`config.mk`:
```
export PLATFORM = sky130hd
export DESIGN_NAME = hazard_control_unit
export DESIGN_NICKNAME = d
export VERILOG_FILES = /design/src/rtl/hazard_control_unit.sv
export SDC_FILE = /design/constraint.sdc
export NUM_CORES = 1
export LEC_CHECK = 0
export CELL_PAD_IN_SITES_DETAIL_PLACEMENT = 0
export CELL_PAD_IN_SITES_GLOBAL_PLACEMENT = 1
export CORE_MARGIN = 2
export CORE_UTILIZATION = 25
export CTS_BUF_LIST = sky130_fd_sc_hd__clkbuf_4
export CTS_CLUSTER_DIAMETER = 200
export DETAILED_ROUTE_END_ITERATION = 10
export GPL_TIMING_DRIVEN = 0
export PLACE_DENSITY_LB_ADDON = 0.1
export SYNTH_ARGS = -nofsm -noshare
export SYNTH_HDL_FRONTEND = slang
export SYNTH_SLANG_ARGS = --single-unit
```
`constraint.sdc`:
```
create_clock -name clock -period 3 [get_ports clock]
set_input_delay 0.3 -clock clock [delete_from_list [all_inputs] [get_ports clock]]
set_output_delay 0.3 -clock clock [all_outputs]
set_load 0.01 [all_outputs]
```
`src/rtl/hazard_control_unit.sv`:
```
// ----------------------------------------------------------------------------
// hazard_control_unit
//
// Purpose:
//   Pipeline hazard controller that sits beside the decode stage. It produces
//   the STALL and DUMP controls for the Fetch/Decode and Decode/Execute
//   moderators, and the PC hold / redirect controls for the PC register.
//
//   Two situations are handled:
//     * Read-after-write hazards: the instruction in Decode reads a register
//       that an older instruction still in Execute or Memory will write.
//       Decode is held (STALL_FD, PC_hold) and a bubble enters Execute
//       (DUMP_DE).
//     * Taken branches: when Execute resolves a taken branch or jump, the
//       wrong-path instructions are squashed for FLUSH_CYCLES cycles
//       (DUMP_FD, DUMP_DE). The PC is redirected one cycle later from a
//       registered copy of the target.
//
//   A shadow scoreboard tracks what the Execute and Memory stages hold, so
//   the decoder does not have to feed back pipeline state.
//
// Parameters:
//   FORWARDING   1 = bypass network present, only a load in Execute stalls;
//                0 = any in-flight writer in Execute or Memory stalls.
//   FLUSH_CYCLES cycles of DUMP_FD per taken branch, including the resolve
//                cycle. Legal range 1..4.
//   CNT_W        width of the saturating performance counters.
//
// Ports:
//   clock                   in   pipeline clock, rising edge
//   reset                   in   synchronous, active-high
//   rs1_Decode / rs2_Decode in   source registers of the Decode instruction
//   rs1_used / rs2_used     in   the Decode instruction reads rs1 / rs2
//   reg_wEn_Decode          in   the Decode instruction writes a register
//   writeback_Reg_Decode    in   destination register of the Decode instr.
//   mem_read_Decode         in   the Decode instruction is a load
//   next_PC_select_Execute  in   taken branch/jump resolved in Execute
//   target_PC_Execute       in   redirect target
//   STALL_FD                out  hold the Fetch/Decode moderator
//   PC_hold                 out  hold the PC register (same as STALL_FD)
//   DUMP_FD                 out  bubble into the Fetch/Decode moderator
//   DUMP_DE                 out  bubble into the Decode/Execute moderator
//   redirect_valid          out  PC loads redirect_PC this cycle
//   redirect_PC             out  registered copy of target_PC_Execute
//   stall_count             out  hazard-stall cycles, saturating
//   flush_count             out  taken-branch flushes, saturating
// ----------------------------------------------------------------------------
module hazard_control_unit #(
    parameter int unsigned FORWARDING   = 0,
    parameter int unsigned FLUSH_CYCLES = 2,
    parameter int unsigned CNT_W        = 16
) (
    input  logic             clock,
    input  logic             reset,

    input  logic [4:0]       rs1_Decode,
    input  logic [4:0]       rs2_Decode,
    input  logic             rs1_used,
    input  logic             rs2_used,
    input  logic             reg_wEn_Decode,
    input  logic [4:0]       writeback_Reg_Decode,
    input  logic             mem_read_Decode,

    input  logic             next_PC_select_Execute,
    input  logic [15:0]      target_PC_Execute,

    output logic             STALL_FD,
    output logic             PC_hold,
    output logic             DUMP_FD,
    output logic             DUMP_DE,
    output logic             redirect_valid,
    output logic [15:0]      redirect_PC,
    output logic [CNT_W-1:0] stall_count,
    output logic [CNT_W-1:0] flush_count
);

    // Remaining flush cycles after the resolve cycle; at most 3.
    localparam logic [1:0] FLUSH_RELOAD = 2'(FLUSH_CYCLES - 1);

    typedef enum logic {
        ST_RUN,
        ST_FLUSH
    } state_t;

    // ------------------------------------------------------------------------
    // Registered state
    // ------------------------------------------------------------------------
    state_t     state;
    logic [1:0] flush_left;
    logic       redirect_q;

    // Shadow scoreboard: does Decode hold a real instruction, and what are
    // the writers currently in Execute and Memory.
    logic       dec_valid;
    logic       ex_v;
    logic [4:0] ex_rd;
    logic       ex_load;
    logic       mem_v;
    logic [4:0] mem_rd;

    // ------------------------------------------------------------------------
    // Combinational next-state / control
    // ------------------------------------------------------------------------
    state_t     state_next;
    logic [1:0] flush_left_next;
    logic       take_branch;
    logic       count_stall;

    logic       rs1_live;
    logic       rs2_live;
    logic       hit_ex;
    logic       hit_mem;
    logic       hazard;

    // A source is only compared when the instruction is real, actually reads
    // the register, and the register is not x0 (x0 is never written).
    assign rs1_live = dec_valid && rs1_used && (rs1_Decode != 5'd0);
    assign rs2_live = dec_valid && rs2_used && (rs2_Decode != 5'd0);

    assign hit_ex  = ex_v  && ((rs1_live && (rs1_Decode == ex_rd)) ||
                               (rs2_live && (rs2_Decode == ex_rd)));
    assign hit_mem = mem_v && ((rs1_live && (rs1_Decode == mem_rd)) ||
                               (rs2_live && (rs2_Decode == mem_rd)));

    // With bypassing, ALU results in Execute/Memory are forwarded; only a
    // load in Execute has no data yet. Writeback is never compared because
    // the register file writes before it reads.
    always_comb begin
        if (FORWARDING != 0) begin
            hazard = hit_ex && ex_load;
        end else begin
            hazard = hit_ex || hit_mem;
        end
    end

    always_comb begin
        // NOTE: every signal assigned in this block gets a default first, so
        // no path leaves it unassigned and no latch is inferred.
        STALL_FD        = 1'b0;
        DUMP_FD         = 1'b0;
        DUMP_DE         = 1'b0;
        state_next      = state;
        flush_left_next = flush_left;
        take_branch     = 1'b0;
        count_stall     = 1'b0;

        if (reset) begin
            // Squash both moderators while the pipeline is being reset.
            DUMP_FD = 1'b1;
            DUMP_DE = 1'b1;
        end else begin
            unique case (state)
                ST_RUN: begin
                    if (next_PC_select_Execute) begin
                        // A taken branch beats a hazard: the stalled Decode
                        // instruction is on the wrong path anyway.
                        DUMP_FD         = 1'b1;
                        DUMP_DE         = 1'b1;
                        take_branch     = 1'b1;
                        flush_left_next = FLUSH_RELOAD;
                        if (FLUSH_RELOAD != 2'd0) begin
                            state_next = ST_FLUSH;
                        end
                    end else if (hazard) begin
                        STALL_FD    = 1'b1;
                        DUMP_DE     = 1'b1;
                        count_stall = 1'b1;
                    end
                end

                ST_FLUSH: begin
                    // Execute only holds bubbles here, so both the hazard
                    // check and a branch indication are ignored.
                    DUMP_FD         = 1'b1;
                    DUMP_DE         = 1'b1;
                    flush_left_next = flush_left - 2'd1;
                    if (flush_left <= 2'd1) begin
                        flush_left_next = 2'd0;
                        state_next      = ST_RUN;
                    end
                end

                default: begin
                    state_next = ST_RUN;
                end
            endcase
        end
    end

    assign PC_hold        = STALL_FD;
    // The registered redirect is suppressed while reset is asserted, so a
    // reset arriving right after a resolve aborts the redirect immediately.
    assign redirect_valid = redirect_q && !reset;

    // ------------------------------------------------------------------------
    // State registers
    // ------------------------------------------------------------------------
    // NOTE: sequential state is updated only with non-blocking assignments so
    // every register samples the pre-edge values of its inputs.
    always_ff @(posedge clock) begin
        if (reset) begin
            // The destination fields are cleared too, so the scoreboard never
            // holds stale register numbers after reset.
            state       <= ST_RUN;
            flush_left  <= 2'd0;
            redirect_q  <= 1'b0;
            redirect_PC <= 16'h0000;
            dec_valid   <= 1'b0;
            ex_v        <= 1'b0;
            ex_rd       <= 5'd0;
            ex_load     <= 1'b0;
            mem_v       <= 1'b0;
            mem_rd      <= 5'd0;
            stall_count <= '0;
            flush_count <= '0;
        end else begin
            state      <= state_next;
            flush_left <= flush_left_next;
            redirect_q <= take_branch;
            if (take_branch) begin
                redirect_PC <= target_PC_Execute;
            end

            // Memory takes whatever Execute held this cycle.
            mem_v  <= ex_v;
            mem_rd <= ex_rd;

            // Execute receives the Decode instruction unless a bubble is
            // injected.
            if (DUMP_DE) begin
                ex_v    <= 1'b0;
                ex_rd   <= 5'd0;
                ex_load <= 1'b0;
            end else begin
                ex_v    <= dec_valid && reg_wEn_Decode;
                ex_rd   <= writeback_Reg_Decode;
                ex_load <= mem_read_Decode;
            end

            // Decode keeps its instruction on a stall, is squashed on a dump,
            // and otherwise receives a fresh instruction from Fetch.
            if (STALL_FD) begin
                dec_valid <= dec_valid;
            end else if (DUMP_FD) begin
                dec_valid <= 1'b0;
            end else begin
                dec_valid <= 1'b1;
            end

            // Saturating counters: they stick at all-ones instead of wrapping.
            if (count_stall && (stall_count != '1)) begin
                stall_count <= stall_count + CNT_W'(1);
            end
            if (take_branch && (flush_count != '1)) begin
                flush_count <= flush_count + CNT_W'(1);
            end
        end
    end

endmodule

```
==> Word-level counts from Yosys, hierarchy flattened <==
Index checks and enable logic that the tools add are counted.
{ "op_classes": {"addsub": 3, "n_lt_le_gt_ge": 1, "eq_ne": 7, "mux": 18, "bitwise": 1, "reduce_logical": 21} }
{ "op_table": {"columns": ["cell", "count"], "rows": [
  ["$add 16x1->16 const B", 2],
  ["$ne 16x16->1 const B", 2],
  ["$eq 5x5->1", 4],
  ["$logic_and 1x1->1", 14],
  ["$mux 1", 12],
  ["$reduce_bool 5->1", 2],
  ["$pmux 1 s2", 3],
  ["$mux 2", 2],
  ["$pmux 2 s2", 1],
  ["$logic_or 1x1->1", 3],
  ["$le 2x1->1 const B", 1],
  ["$ne 2x2->1 const B", 1],
  ["$reduce_or 2->1", 1],
  ["$sub 2x1->2 const B", 1],
  ["$logic_not 1->1", 1],
  ["$not 1->1", 1]
]} }
{ "totals": {"reg_bits": 65, "in_bits": 38, "output_inout_bits": 53, "wordCells": 62} }

==> Longest topological paths before layout <==
Gate-level depths: netlist of the first run.
{ "logic_depth": {"depth_word": 11, "ltp_mapped": 10, "ltp_nobuf": 8} }

==> Least setup slack after synthesis of the first run <==
OpenSTA, ideal clock, no wires.
{ "synth_timing": {"kind": "register to register", "start": "register stall_count[0]", "end": "register stall_count[1]", "setup_time_ps": 128, "arrival_time_ps": 2215, "required_time_ps": 2872, "setup_slack_ps": 657, "stages_incl_launch_ff": 11, "path_buffers": 2, "period_less_slack_ps": 2343, "cell_sequence": "dfxtp_1 -> ha_1 -> nand3_1 -> nor4_1 -> or2b_1 -> o2111a_1 -> a41oi_4 -> buf_6 -> buf_8 -> mux2i_1 -> nor2_1"} }
{ "synth_between": {"elab_chain_cells": 2, "elab_cells_between_ends": 3, "classes_between": "1 x add/sub; 1 x eq/ne; 1 x reduce/logical"} }
{ "synth_lines": {"columns": ["element", "line", "source"], "rows": [
  ["start, declared", "73", "output logic [CNT_W-1:0] stall_count,"],
  ["start signal, assigned", "252", "stall_count <= stall_count + CNT_W'(1);"],
  ["branches (longest 2 deep; another with $add 16x1->16)", null, null]
]} }
Parallel ways; which one is timed is not known.
A chain may end at the register's enable or synchronous reset.

==> Worst setup path in the final report of the first run <==
{ "layout_timing": {"start": "input rs1_Decode[1]", "end": "output STALL_FD"} }
{ "layout_between": {"elab_chain_cells": 10, "elab_cells_between_ends": 15, "classes_between": "2 x eq/ne; 4 x mux; 9 x reduce/logical"} }
{ "layout_lines": {"columns": ["element", "line", "source"], "rows": [
  ["start, declared", "56", "input logic [4:0] rs1_Decode,"],
  ["$reduce_bool 5->1", "117", "assign rs1_live = dec_valid && rs1_used && (rs1_Decode != 5'd0);"],
  ["$logic_and 1x1->1", "117", null],
  ["$logic_and 1x1->1 (on tied branches)", "120, 122", null],
  ["$logic_or 1x1->1 (on tied branches)", "120, 122", null],
  ["$logic_and 1x1->1 (on tied branches)", "120, 122", null],
  ["$logic_or 1x1->1 (*)", "132", "hazard = hit_ex || hit_mem;"],
  ["$mux 1 (*)", "164", "end else if (hazard) begin"],
  ["$mux 1 (*)", "154", "if (next_PC_select_Execute) begin"],
  ["$mux 1 (*)", "152", "unique case (state)"],
  ["$mux 1 (*)", "147", "if (reset) begin"],
  ["end, declared", "67", "output logic STALL_FD,"]
]} }
Every way passes the cells marked *; elsewhere a longest branch is shown, timed or not.

==> summary.txt, run 1 <==
Final WS setup = 0.149 ns
vias per cell = 4.49
vias in the first global route = 2,526
Layout area overhead = 42.2%
# diodes = 0
Detail Route met3 WL = 491 µm
post-synth cell types = 40
DRC Markers = 0
Synth async-reset ratio = 0%
Max Clock Skew = 0.0212 ns
share of cells above drive strength 1 = 5.75%
final core utilization = 36.0%
Critical Path Sink Type = output pin
max incr delay on CP = 0.57 ns
Initial DRC Count = 129
Final Hold Viols = 0
min cycle time layout = 2.85 ns
Crit-path slowest cell = or4_1
Pre-Repair DR Iteration Count = 4
GR Util All Layers = 12.5%
Final Max Tran Viols = 0
design area = 4060 µm²
FMAX = 351 MHz
cell count after synthesis = 331
status = finished, final reports clean
M1 wire length = 3.64 mm
P per Cell Area = 409 nW/µm²
clock-pin slew on the worst setup and hold paths = 0.10 ns
crit path max fanout = 4
Detail Route Antenna Nets = 0
worst-margin pin slew = 0.585 ns
initial antenna violation count = 0
synthesized net count = 371
Syn Area/Cell = 8.63 µm²
Placement Setup Slack = -0.0356 ns
Slew Limit Headroom = 61.0%
largest net degree at the start of global routing = 12
CTS H-tree lvls = 3
fin nets = 470
GRT Residual Overflow = 0
placed inst area = 3920 µm²
hpwl dp = 5.65 mm
first-pass GRT wire length = 12.4 mm
clk sinks = 65
highest routed metal layer = met4
die area = 12,300 µm²
Worst Path Required = 2.70 ns
Die Height = 111 µm
area leader, netlist = dfxtp_1
final setup violation count = 0
Max Root-Sink Buffers = 2
RSZ-0062 raised after global routing = no
via count = 2,598
Max Cap Viol = 0
Avg WL per Cell = 13.3 µm
post-route clock period utilization = 95.0%
Initial Utilization = 25.3%
total wire length = 7.66 mm
number of buffers added on ports = 88
met2 routed WL = 3.43 mm
Top Family by Delay on Critical Path = buffers and inverters
total I/O pin count = 91
routability cong. = 0.768
buffer and inverter count on the worst path = 3
P_leak = 1.43 nW
Max IR drop VDD = 0.178 mV
post-synthesis sequential area ratio = 45.6%
CTS Buf Count = 9
CTS Root Cell = clkbuf_4
Yosys warning count = 0
signal arrival time at the worst endpoint = 2.55 ns
synth top area cells = dfxtp_1 46%, xor2_1 7.1%, nand2_1 6.0%
Die X = 111 µm
worst hold slack = 0.355 ns
Yosys reg bits = 65
hold-fix buffers at CTS = 0
Clk Latency, worst-skew pair = 0.41 ns
Post-Syn Area = 2860 µm²
row count = 39
CP Cell Sequence = clkdlybuf4s50_1 > or4_1 > o211ai_2 > nor4_1 > o21ai_1 > a21oi_2 > buf_4 > clkdlybuf4s50_1
Synth top area share = 45.6%
CP startpoint kind = primary input
Post-synth EDFFs = 0
commonest register cell after synthesis = dfxtp_1
CTS tree = yes
critical path class = in -> out
worst min-delay path class = in -> reg
critical path's most frequent cell = clkdlybuf4s50_1
Tot Pwr = 0.00166 W
core region area = 11,300 µm²
==> worst min-delay path: stages <==
cell and delay, ns:
clkbuf_1 0.18, nor2_1 0.12, mux2_1 0.12
==> flip-flops by register name (all words and copies together), names as in the netlist <==
register / count
dec_valid: 1
stall_count: 16
state: 1
ex_rd: 5
redirect_q: 1
flush_left: 2
mem_rd: 5
flush_count: 16
ex_v: 1
redirect_PC: 16
mem_v: 1
==> per-layer routing <==
metal,GRT usage (%),up-vias
met4,3.25,0
li1,-,1342
met1,15.9,1182
met3,5.03,8
met5,0,-
met2,19.7,66
==> logic make-up (layout without fill, tap and decap cells) <==
kind of cell | Yosys count | count (layout) | synth area share (%)
multiplexers | 3 | 3 | 1.10
AO/OA/AOI/OAI | 52 | 52 | 11.0
XOR/XNOR | 35 | 35 | 10.7
adder cells (fa/ha/maj) | 2 | 2 | 0.876
buffers and inverters | 23 | 127 | 3.81
AND/OR/NAND/NOR | 151 | 151 | 26.9
flip-flops | 65 | 65 | 45.6
==> what timing repair did <==
action / in CTS / in global routing
buffers inserted: 0 / 0
gates resized for setup: 2 / 3
endpoints found under the setup margin: 1 / 3
pin swaps: 0 / 1
cloned: 0 / 0
==> cell usage after synthesis (2+ instances only) <==
| cell type | number |
|---|---|
| a21oi_1 | 31 |
| and3_1 | 5 |
| and4_1 | 5 |
| clkbuf_1 | 12 |
| dfxtp_1 | 65 |
| ha_1 | 2 |
| inv_1 | 7 |
| mux2i_1 | 2 |
| nand2_1 | 46 |
| nand3_1 | 13 |
| nand4_1 | 10 |
| nor2_1 | 29 |
| nor2b_1 | 12 |
| nor3_1 | 4 |
| nor4_1 | 6 |
| o21ai_0 | 3 |
| o21ai_1 | 8 |
| o31ai_1 | 4 |
| or3_1 | 9 |
| or4_1 | 5 |
| xnor2_1 | 12 |
| xor2_1 | 23 |
==> area by class of cell <==
cell class	instances	area, µm²
plain buffers	16	82.6
clock buffers	10	75.1
clock inverters	6	58.8
fillers	1186	7210
inverters	7	26.3
multi-input cells	243	1460
flip-flops and latches	65	1300
well taps	143	179
repair buffers	88	883
==> cell usage in the layout (no fill, tap or decap), drive strengths merged, types with 4 or more instances in the layout <==
cell           Yosys  routed
clkdlybuf4s50      0      87
dfxtp             65      65
nand2             46      46
a21oi             31      31
nor2              29      29
xor2              23      23
clkbuf            12      22
nand3             13      13
xnor2             12      12
nor2b             12      12
o21ai             11      11
nand4             11      11
or3                9       9
inv                7       7
nor4               6       6
or4                5       5
and4               5       5
and3               5       5
nor3               5       5
o31ai              4       4
buf                4       4
==> final timing paths <==
kind,from,endpoint,slack [ns],cells after the start
setup reg to reg,stall_count[0],stall_count[1],0.33,10
hold / removal,reset,stall_count[2],0.35,3
hold reg to reg,redirect_PC[5],redirect_PC[5],0.46,2
setup / recovery,rs1_Decode[1],STALL_FD,0.15,8
==> report_power, final <==
| group | internal (W) | switching [W] | total, W | leakage [nW] |
|---|---|---|---|---|
| Combinational | 0.0000977 | 0.0000815 | 0.000179 | 0.830 |
| Clock | 0.000258 | 0.000326 | 0.000584 | 0.0698 |
| Sequential | 0.000885 | 0.0000144 | 0.000899 | 0.528 |
| Total | 0.00124 | 0.000422 | 0.00166 | 1.43 |
==> per-stage QoR <==
| stage | TNS [ns] | std cells |
|---|---|---|
| 2_1_floorplan | 0 | 331 |
| 3_3_place_gp | -0.0549 | 562 |
| 3_5_place_dp | -0.0356 | 562 |
| 4_1_cts | -0.00300 | 578 |
| 5_1_grt | 0 | 578 |
| 6_report | 0 | 578 |
Note: power is estimated with default switching activity, not from simulation.
==> run 2, diff against run 1 <==
- CAP_MARGIN: unset -> 20
- SKIP_LAST_GASP: unset -> 1
==> results of run 2 <==
The final DEF is identical to that of run 1; final timing and power are the same.
Among the figures that moved: number of gates resized after CTS 2 -> 1
